`config.mk`:
```
export PLATFORM = sky130hd
export DESIGN_NAME = alu_seq_ctrl
export DESIGN_NICKNAME = d
export VERILOG_FILES = /design/src/rtl/alu_seq_ctrl.sv
export SDC_FILE = /design/constraint.sdc
export NUM_CORES = 1
export LEC_CHECK = 0
export BUFFER_PORTS_ARGS = -buffer_cell sky130_fd_sc_hd__buf_2
export CORE_MARGIN = 4
export CORE_UTILIZATION = 45
export CTS_CLUSTER_SIZE = 28
export DETAILED_ROUTE_END_ITERATION = 7
export GPL_TIMING_DRIVEN = 0
export PLACE_DENSITY = 0.7
export REMOVE_ABC_BUFFERS = 1
export SYNTH_ARGS = -nofsm -noshare
export SYNTH_HDL_FRONTEND = slang
export SYNTH_SLANG_ARGS = --single-unit
```
`constraint.sdc`:
```
create_clock -name i_clk -period 2 [get_ports i_clk]
set_clock_uncertainty 0.05 [all_clocks]
set_input_delay 0.2 -clock i_clk [delete_from_list [all_inputs] [get_ports i_clk]]
set_output_delay 0.2 -clock i_clk [all_outputs]
set_load 0.01 [all_outputs]
```
`src/rtl/alu_seq_ctrl.sv`:
```
`default_nettype none
// ============================================================================
// alu_seq_ctrl : multiply/divide sequencer over an external add/sub/shift alu
// Option macro ALU_SEQ_EARLY_EXIT_EN stops multiply once the multiplier is 0.
// Revision: 1.0
// ============================================================================
module alu_seq_ctrl #(
  parameter int N  = 16,
  parameter int CW = 5
) (
  input  logic         i_clk,
  input  logic         i_rst,
  input  logic         i_start,
  input  logic         i_op,
  input  logic [N-1:0] i_a,
  input  logic [N-1:0] i_b,
  output logic [N-1:0] o_alu_a,
  output logic [N-1:0] o_alu_b,
  output logic [1:0]   o_alu_ctrl,
  input  logic [N-1:0] i_alu_q,
  input  logic         i_alu_mayor,
  output logic         o_busy,
  output logic         o_done,
  output logic         o_err,
  output logic [N-1:0] o_result,
  output logic [N-1:0] o_rem
);

  localparam logic [3:0] S_IDLE   = 4'd0;
  localparam logic [3:0] S_M_TEST = 4'd1;
  localparam logic [3:0] S_M_ADD  = 4'd2;
  localparam logic [3:0] S_M_SHL  = 4'd3;
  localparam logic [3:0] S_M_SHR  = 4'd4;
  localparam logic [3:0] S_D_CMP  = 4'd5;
  localparam logic [3:0] S_D_SUB  = 4'd6;
  localparam logic [3:0] S_D_INC  = 4'd7;
  localparam logic [3:0] S_DONE   = 4'd8;

  localparam logic [1:0] C_ADD = 2'b00;
  localparam logic [1:0] C_SUB = 2'b10;
  localparam logic [1:0] C_SHR = 2'b01;
  localparam logic [1:0] C_SHL = 2'b11;

  localparam logic [CW-1:0] C_CNT_LAST = CW'(N - 1);
  localparam logic [N-1:0]  C_ONE      = N'(1);

  logic [3:0]    state_q, state_d;
  logic [N-1:0]  b_q, acc_q, mcand_q, mplier_q, rem_q, quo_q;
  logic [N-1:0]  result_q, remo_q;
  logic [CW-1:0] cnt_q;
  logic          err_q;
  logic          w_mul_last;
  logic          w_div_zero;

  assign w_div_zero = (i_b == '0);

`ifdef ALU_SEQ_EARLY_EXIT_EN
  assign w_mul_last = (cnt_q == C_CNT_LAST) || (i_alu_q == '0);
`else
  assign w_mul_last = (cnt_q == C_CNT_LAST);
`endif

  always_ff @(posedge i_clk) begin
    if (i_rst) state_q <= S_IDLE;
    else       state_q <= state_d;
  end

  always_comb begin
    state_d = state_q;
    case (state_q)
      S_IDLE: begin
        if (i_start) begin
          if (!i_op)          state_d = S_M_TEST;
          else if (w_div_zero) state_d = S_DONE;
          else                state_d = S_D_CMP;
        end
      end
      S_M_TEST: state_d = mplier_q[0] ? S_M_ADD : S_M_SHL;
      S_M_ADD:  state_d = S_M_SHL;
      S_M_SHL:  state_d = S_M_SHR;
      S_M_SHR:  state_d = w_mul_last ? S_DONE : S_M_TEST;
      S_D_CMP:  state_d = i_alu_mayor ? S_DONE : S_D_SUB;
      S_D_SUB:  state_d = S_D_INC;
      S_D_INC:  state_d = S_D_CMP;
      S_DONE:   state_d = S_IDLE;
      default:  state_d = S_IDLE;
    endcase
  end

  always_comb begin
    o_alu_a    = '0;
    o_alu_b    = '0;
    o_alu_ctrl = C_ADD;
    case (state_q)
      S_M_ADD: begin o_alu_a = acc_q;    o_alu_b = mcand_q; o_alu_ctrl = C_ADD; end
      S_M_SHL: begin o_alu_a = mcand_q;  o_alu_ctrl = C_SHL; end
      S_M_SHR: begin o_alu_a = mplier_q; o_alu_ctrl = C_SHR; end
      S_D_CMP: begin o_alu_a = b_q;      o_alu_b = rem_q;   o_alu_ctrl = C_ADD; end
      S_D_SUB: begin o_alu_a = rem_q;    o_alu_b = b_q;     o_alu_ctrl = C_SUB; end
      S_D_INC: begin o_alu_a = quo_q;    o_alu_b = C_ONE;   o_alu_ctrl = C_ADD; end
      default: ;
    endcase
  end

  // Datapath registers; results are captured on the edge that enters DONE.
  always_ff @(posedge i_clk) begin
    if (i_rst) begin
      b_q      <= '0;
      acc_q    <= '0;
      mcand_q  <= '0;
      mplier_q <= '0;
      rem_q    <= '0;
      quo_q    <= '0;
      cnt_q    <= '0;
      err_q    <= 1'b0;
      result_q <= '0;
      remo_q   <= '0;
    end else begin
      case (state_q)
        S_IDLE: begin
          if (i_start) begin
            b_q      <= i_b;
            acc_q    <= '0;
            quo_q    <= '0;
            cnt_q    <= '0;
            mcand_q  <= i_a;
            mplier_q <= i_b;
            rem_q    <= i_a;
            result_q <= '0;
            if (i_op && w_div_zero) begin
              err_q  <= 1'b1;
              remo_q <= i_a;
            end else begin
              err_q  <= 1'b0;
              remo_q <= '0;
            end
          end
        end
        S_M_ADD: acc_q <= i_alu_q;
        S_M_SHL: mcand_q <= i_alu_q;
        S_M_SHR: begin
          mplier_q <= i_alu_q;
          cnt_q    <= cnt_q + CW'(1);
          if (w_mul_last) begin
            result_q <= acc_q;
            remo_q   <= '0;
          end
        end
        S_D_CMP: begin
          if (i_alu_mayor) begin
            result_q <= quo_q;
            remo_q   <= rem_q;
          end
        end
        S_D_SUB: rem_q <= i_alu_q;
        S_D_INC: quo_q <= i_alu_q;
        default: ;
      endcase
    end
  end

  assign o_busy   = (state_q != S_IDLE);
  assign o_done   = (state_q == S_DONE);
  assign o_err    = err_q;
  assign o_result = result_q;
  assign o_rem    = remo_q;

endmodule
`default_nettype wire
```
# == Word level (Yosys, flattened, before mapping) ==
# Index checks and enable logic that the tools add are counted.
# word_totals
inputBits,53
word_cells,70
reg_bits,138
# classes
n_mux,29
n_reduce_logical,17
addsub,1
n_eq_ne,12
# op_table
cell,n
$pmux W16 S2,5
$mux W16,9
$pmux W16 S3,2
$pmux W16 S6,1
$pmux W16 S4,1
$pmux W4 S8,1
$mux W4,5
$eq A4 B3 Y1 const B,4
$logic_not A16 Y1,1
$reduce_and A2 Y1,6
$pmux W5 S2,1
$reduce_bool A2 Y1,5
$eq A4 B2 Y1 const B,2
$ne A2 B2 Y1 const B,3
$pmux W2 S3,1
$add A5 B1 Y5 const B,1
$eq A5 B4 Y1 const B,1
$mux W5,1
$eq A4 B1 Y1 const B,1
$eq A4 B4 Y1 const B,1
$logic_not A4 Y1,1
$reduce_and A4 Y1,1
$reduce_bool A4 Y1,1
$reduce_bool A3 Y1,1
2 further kinds,3

# == Depth between registers and ports, before layout ==
# Gate-level depths: netlist of run 1.
# logic_depth
ltp_word,5
mapped_depth,8

# == Worst setup path after synthesis of run 1 ==
# Ideal clock, no wire load.
# synth_path
kind,register to register
start,register cnt_q[0]
end,"register result_q[10], in the netlist o_result[10]"
t_arrival_ns,1.957
setup_time_ns,0.086
period_less_slack_ns,2.093
path_slack_ns,-0.093
path_buffers,1
required_time_ns,1.864
path_stages_with_launch,9
cell_sequence,dfxtp_1 -> ha_1 -> and3_1 -> ha_1 -> mux2i_1 -> a2111oi_4 -> buf_2 -> nor2_1 -> a211oi_1
# synth_via
elab_chain_cells,3
# synth_lines
item,line_no,text
"start, declared",50,logic [CW-1:0] cnt_q;
"start signal, assigned",143,cnt_q <= cnt_q + CW'(1);
$eq A5 B4 Y1,60,assign w_mul_last = (cnt_q == C_CNT_LAST);
$ne A2 B2 Y1 (no source line),--,
$reduce_and A4 Y1 (no source line),--,
"end signal, assigned",145,result_q <= acc_q;
"end signal, assigned",151,result_q <= quo_q;
"end, declared",49,"logic [N-1:0] result_q, remo_q;"
# Every way passes these cells.
# A chain may end at the register's enable or synchronous reset.

# == Worst setup path after layout of run 1 ==
# layout_path
start,register state_q[2]
end,output o_alu_a[3]
# layout_via
elab_chain_cells,2
word_cells_on_any_way,7
cone_classes,6 x eq/ne; 1 x mux
# layout_lines
item,line_no,text
"start, declared",47,"logic [3:0] state_q, state_d;"
"start signal, assigned",65,else state_q <= state_d;
$eq A4 B3 Y1 / $eq A4 B2 Y1 (equally long branches),94,case (state_q)
$pmux W16 S6 *,94,
"end, declared",17,"output logic [N-1:0] o_alu_a,"
# Every way passes the cells marked *; elsewhere a longest branch is shown, timed or not.

==> results of run 1 <==
[synthesized netlist by cell type, drive strengths merged (2+ instances only)]
master | instances | area share [%]
nand2 | 212 | 13
clkbuf | 54 | 3.3
buf | 24 | 2.0
nor4 | 7 | 1.0
nor2 | 39 | 2.3
nand3 | 52 | 4.2
o21ai | 6 | 0.48
nand4 | 16 | 1.6
nor4b | 2 | 0.52
a22oi | 80 | 9.6
inv | 5 | 0.30
and3 | 2 | 0.20
a31oi | 49 | 4.9
a21oi | 60 | 4.9
nor2b | 2 | 0.20
or3 | 3 | 0.30
a211oi | 17 | 2.0
and2 | 3 | 0.30
or2 | 2 | 0.20
dfxtp | 138 | 44
a311oi | 16 | 2.2
ha | 2 | 0.40
nor3 | 3 | 0.24
[state kept, by name, summed over array words and instances (netlist names), 5 cells and up]
name,cells
acc_q,16
b_q,16
mcand_q,16
mplier_q,16
o_rem,16
o_result,16
quo_q,16
rem_q,16
cnt_q,5
[layout make-up]
class / count / area share, %
antenna: 1 / 0.0245
tap: 176 / 2.16
clock buffer: 23 / 4.68
multi-input combinational: 590 / 38.8
inverter: 5 / 0.306
sequential: 138 / 27.2
clock inverter: 8 / 1.15
timing repair buffer: 275 / 25.7
[worst reg2reg max path, stage by stage, from the launching register on]
cell	delay (ps)
dfxtp_2	360
ha_4	140
and3_4	190
ha_4	150
mux2i_4	80
a2111oi_4	370
buf_4	190
buf_12	150
buf_8	130
clkbuf_16	150
a311oi_1	90
[power breakdown]
| group | internal [mW] | switching (mW) |
|---|---|---|
| clock | 2.04 | 1.26 |
| sequential | 3.40 | 0.597 |
| combinational | 3.31 | 3.80 |
[what timing repair did]
action,4_1_cts,5_1_grt
endpoints found under the hold margin,3,0
setup buffers,82,41
hold buffers,3,0
pin swaps,42,46
resized for setup,130,126
setup endpoints to repair,174,124
gates cloned,9,10
[how the worst min path moves through the flow]
stage | from | end | slack, ps | cells after the start
detailed placement | o_err | o_err | 400 | 2
CTS | i_alu_q[1] | quo_q[1] | 0.7 | 3
global route | i_alu_q[15] | quo_q[15] | 1 | 3
global placement | o_err | o_err | 400 | 2
finish | i_alu_q[1] | quo_q[1] | -3 | 3
floorplan | i_rst | acc_q[0] | 220 | 1
[cell families (layout without fill, tap and decap cells)]
kind of cell / after synthesis / in the layout / share of synthesized area, %
AOI/OAI and AO/OA: 234 / 234 / 25.2
adders and majority gates: 2 / 2 / 0.400
buffers and inverters: 83 / 311 / 5.55
DFF: 138 / 138 / 44.1
muxes: 1 / 1 / 0.160
other: 0 / 1 / 0
and+or+nand+nor: 348 / 353 / 24.6
[routing by layer]
layer	global-route usage (%)	wire [um]	vias to the layer above
met3	9.40	4310	242
met4	18.5	2280	0
met2	53.4	14300	781
li1	-	-	3382
met1	43.0	11300	3863
met5	0	0	-
[stage by stage]
| step | instances | TNS [ps] | total power [mW] | utilization, % |
|---|---|---|---|---|
| global placement | 1025 | -495290 | 6.82 | 50.2 |
| finish | 1216 | -13690 | 14.4 | 75.9 |
| detailed placement | 1043 | -94110 | 7.30 | 52.5 |
| global route | 1215 | -16390 | 14.8 | 75.9 |
| CTS | 1168 | -4410 | 11.8 | 67.9 |
| floorplan | 728 | -179020 | 5.74 | - |
==> results.json, run 1 <==
{
  "antenna_found_initial": 0,
  "wl_per_cell_um": 26.4,
  "crit_buf_inv": 5,
  "drtPass1Iterations": 6,
  "relSlewSlack_pct": 38.5,
  "area_growth_pct": 63.1,
  "drc": 0,
  "synth_cell_types": 43,
  "status": "finished, violations left",
  "path_depth": 8,
  "vias_per_cell": 6.80,
  "worst_setup_path_end_kind": "primary output",
  "gp_congestion": 0.773,
  "clockBufferDepth": 2,
  "design_area_mm2": 0.0102,
  "r2r_end": "o_rem[15]",
  "fin_hold_ws_ps": -2.88,
  "drtAntennaViolNets": 0,
  "syn_area_mm2": 0.00626,
  "die-height_um": 126,
  "fin_crit_sh_pct": 118,
  "hold_viol": 3,
  "maxCapViolations": 0,
  "h-tree-depth": 4,
  "async_flop_share_pct": 0,
  "p_leak_nw": 4.06,
  "critPathMaxFanout": 7,
  "setup_viol": 72,
  "crit_chain": "inv_2 > nor4_4 > buf_4 > buf_6 > buf_12 > a22oi_2 > nand3_1 > buf_2",
  "cts-root-buf": "clkbuf_16",
  "grt_pass1_wl_um": 42500,
  "tightest_slew_ps": 920,
  "hpwl_um": 13200,
  "crit_path_start_kind": "register",
  "syn-mean-instance-area_um2": 7.77,
  "grt_overflow_total": 0,
  "hp-class": "input pin to register",
  "ys.flop_type": "dfxtp_1",
  "crit_start": "state_q[2]",
  "die_w_um": 126,
  "reg2reg_slack_ps": -210,
  "place_area_mm2": 0.00706,
  "io_pins": 122,
  "yosysSeqAreaShare_pct": 44.1,
  "synth-seq-cells": 138,
  "fillCellCount": 895,
  "rr_worst_depth": 10,
  "crit_slowest_cell": "dfxtp_4",
  "fin_ws_ps": -359,
  "grt_pass1_vias": 7543,
  "powerDensity_mw_per_mm2": 1410,
  "r2r_start": "cnt_q[1]",
  "vdd_drop_max_mv": 1.03,
  "post-place-ws_ps": -936,
  "row_count": 42,
  "endpoint": "o_alu_a[3]",
  "route.vias.total": 8268,
  "insertion_delay_ps": 440,
  "num-nets-final": 1082,
  "cts_tree": "built",
  "grt_setup_unrepaired": "yes",
  "max_freq_mhz": 424,
  "maxSlewViolCount": 0,
  "cp_data_arrival_time_ps": 2110,
  "min_period_ps": 2360,
  "crit_type": "register to primary output",
  "final_cell_mix": "nand2_1 (190), dfxtp_1 (132), buf_2 (110)",
  "dieArea_mm2": 0.0159,
  "synth_edf_count": 0,
  "drive_gt1_share_pct": 43.8,
  "grt_max_degree": 70,
  "crit_path_max_incr_delay_ps": 420,
  "layout_commonest_cell": "nand2_1",
  "final-seq-area_mm2": 0.00278,
  "path_delay_family": "buffers and inverters",
  "grt_usage_pct": 34.2,
  "multi_input_area_mm2": 0.00396,
  "synthCells": 806,
  "required_ps": 1750,
  "portBuffers": 121,
  "clkSinkCount": 138,
  "failed_checks": "negative hold slack, negative setup slack",
  "yosysWarnings": 0,
  "initial_core_util_pct": 46.5,
  "cts_buffers": 17,
  "path_clk_slew_ps": 60,
  "fp.coreArea_mm2": 0.0135,
  "drt_iter0_drc": 1294,
  "drt-total-wl_um": 32100
}
Note: power is estimated with default switching activity, not from simulation.
==> inputs of run 2 (changes only) <==
--- a/config.mk
+++ b/config.mk
@@ -11,6 +11,7 @@
 export CTS_CLUSTER_SIZE = 28
 export DETAILED_ROUTE_END_ITERATION = 7
 export GPL_TIMING_DRIVEN = 0
+export HOLD_SLACK_MARGIN = 0.1
 export PLACE_DENSITY = 0.7
 export REMOVE_ABC_BUFFERS = 1
 export SYNTH_ARGS = -nofsm -noshare
==> run 2 against run 1 <==
Compared with the run above: the flow finishes with violations (design-rule violations, negative setup slack); setup slack got worse by 45 ps; sequential power barely moved; sequential share of layout area fell by 1.1 points; non-clock buffer count rose by 51; largest power group unchanged; sequential cell count did not move; clock power barely moved; utilization rose by 3.2 points; total power fell by 2.7%.
==> results.json, run 2 (synthesis gave the netlist of run 1 again) <==
{
  "status": "finished, violations left",
  "failed_checks": "design-rule violations, negative setup slack",
  "final_cell_mix": "nand2_1 (184), dfxtp_1 (132), buf_2 (105)",
  "layout_commonest_cell": "nand2_1",
  "vias_per_cell": 6.91,
  "worst_setup_path_end_kind": "register",
  "area_growth_pct": 70.0,
  "clkSinkCount": 138,
  "drt-total-wl_um": 34700,
  "insertion_delay_ps": 440,
  "dieArea_mm2": 0.0159,
  "fp.coreArea_mm2": 0.0135,
  "vdd_drop_max_mv": 1.19,
  "fin_crit_sh_pct": 120,
  "r2r_end": "mcand_q[6]",
  "antenna_cells": 0,
  "hold_start": "i_rst",
  "route.vias.total": 8752,
  "tns_ps": -34590,
  "crit_path_start_kind": "register",
  "drive_gt1_share_pct": 41.7,
  "fin_total_pwr_mw": 14.0,
  "crit_type": "register to register",
  "placedCellCount": 1043,
  "tightest_slew_ps": 1220,
  "fin_util_pct": 79.1,
  "die-height_um": 126,
  "fillCellCount": 796,
  "hpwl_um": 13200,
  "r2r_start": "state_q[1]",
  "num-nets-final": 1133,
  "cts-root-buf": "clkbuf_16",
  "wl_per_cell_um": 27.4,
  "gp_congestion": 0.773,
  "powerDensity_mw_per_mm2": 1320,
  "path_clk_slew_ps": 60,
  "drt_iter0_drc": 1336,
  "maxSlewViolCount": 0,
  "min_period_ps": 2400,
  "grt_overflow_total": 0,
  "reg2reg_slack_ps": -400,
  "initial_core_util_pct": 46.5,
  "die_w_um": 126,
  "finalNonFillerCells": 1266,
  "holdPathStages": 2,
  "portBuffers": 121,
  "p_leak_nw": 4.31,
  "fin_hold_ws_ps": 292,
  "grt_pass1_vias": 7868,
  "row_count": 42,
  "rr_worst_depth": 9,
  "hold_viol": 0,
  "design_area_mm2": 0.0106,
  "fin_ws_ps": -404,
  "cts_tree": "built",
  "required_ps": 2280,
  "grt_max_degree": 70,
  "io_pins": 122,
  "grt_usage_pct": 35.2,
  "clockBufferDepth": 2,
  "h-tree-depth": 4,
  "drtAntennaViolNets": 0,
  "antenna_found_initial": 0,
  "grt_setup_unrepaired": "yes",
  "maxCapViolations": 0,
  "post-place-ws_ps": -936,
  "drtPass1Iterations": 8,
  "cp_data_arrival_time_ps": 2680,
  "hp-class": "input pin to register",
  "max_freq_mhz": 416,
  "setup_viol": 168,
  "grt_pass1_wl_um": 43700,
  "place_area_mm2": 0.00706,
  "whs_endpoint": "quo_q[4]",
  "critPathMaxFanout": 11,
  "drc": 6,
  "cts_buffers": 17,
  "relSlewSlack_pct": 18.9
}
run 2: critical path, stage by stage (launching register included):
cell and delay, ps:
dfxtp_4 360, buf_12 150, nor4bb_4 170, buf_4 150, buf_8 150, buf_4 140, a21oi_2 440, buf_8 250
nand2_1 100, a31oi_1 310
run 2: how the worst max path moves through the flow:
| stage | from | to | slack [ps] | cells after the start |
|---|---|---|---|---|
| after floorplan | state_q[1] | mcand_q[0] | -2450 | 4 |
| after global placement | state_q[1] | mcand_q[0] | -6810 | 4 |
| after detailed placement | cnt_q[0] | o_rem[10] | -940 | 9 |
| after CTS | state_q[3] | o_alu_a[1] | -180 | 8 |
| after global routing | state_q[1] | mcand_q[6] | -400 | 9 |
| final | state_q[1] | mcand_q[6] | -400 | 9 |
run 2: power by group:
group | switching (mW) | internal [mW]
registers | 0.616 | 3.40
logic | 3.70 | 3.01
clock network | 1.26 | 2.04
total | 5.58 | 8.45
run 2: final cells by class:
type / instances / area [um^2] / share of cell area, %
tap: 176 / 220 / 2.07
clock inverter: 8 / 118 / 1.10
clock buffer: 23 / 478 / 4.49
timing repair buffer: 326 / 3110 / 29.2
sequential: 138 / 2780 / 26.1
multi-input combinational: 590 / 3910 / 36.7
inverter: 5 / 28.8 / 0.270
run 2: per-layer routing:
metal  vias to the layer above  wire (um)  GRT usage, %
met5                         -          0             0
met4                         0       2950          20.4
met3                       320       4960          9.48
met2                       895      15300          55.5
met1                      4043      11500          43.4
li1                       3494          -             -
run 2: timing repair:
item	in CTS	in global routing
gates resized for setup	130	118
hold endpoints to repair	114	0
gates cloned	9	11
setup buffers	82	46
endpoints found under the setup margin	174	130
hold buffers	49	0
pin swaps	42	67
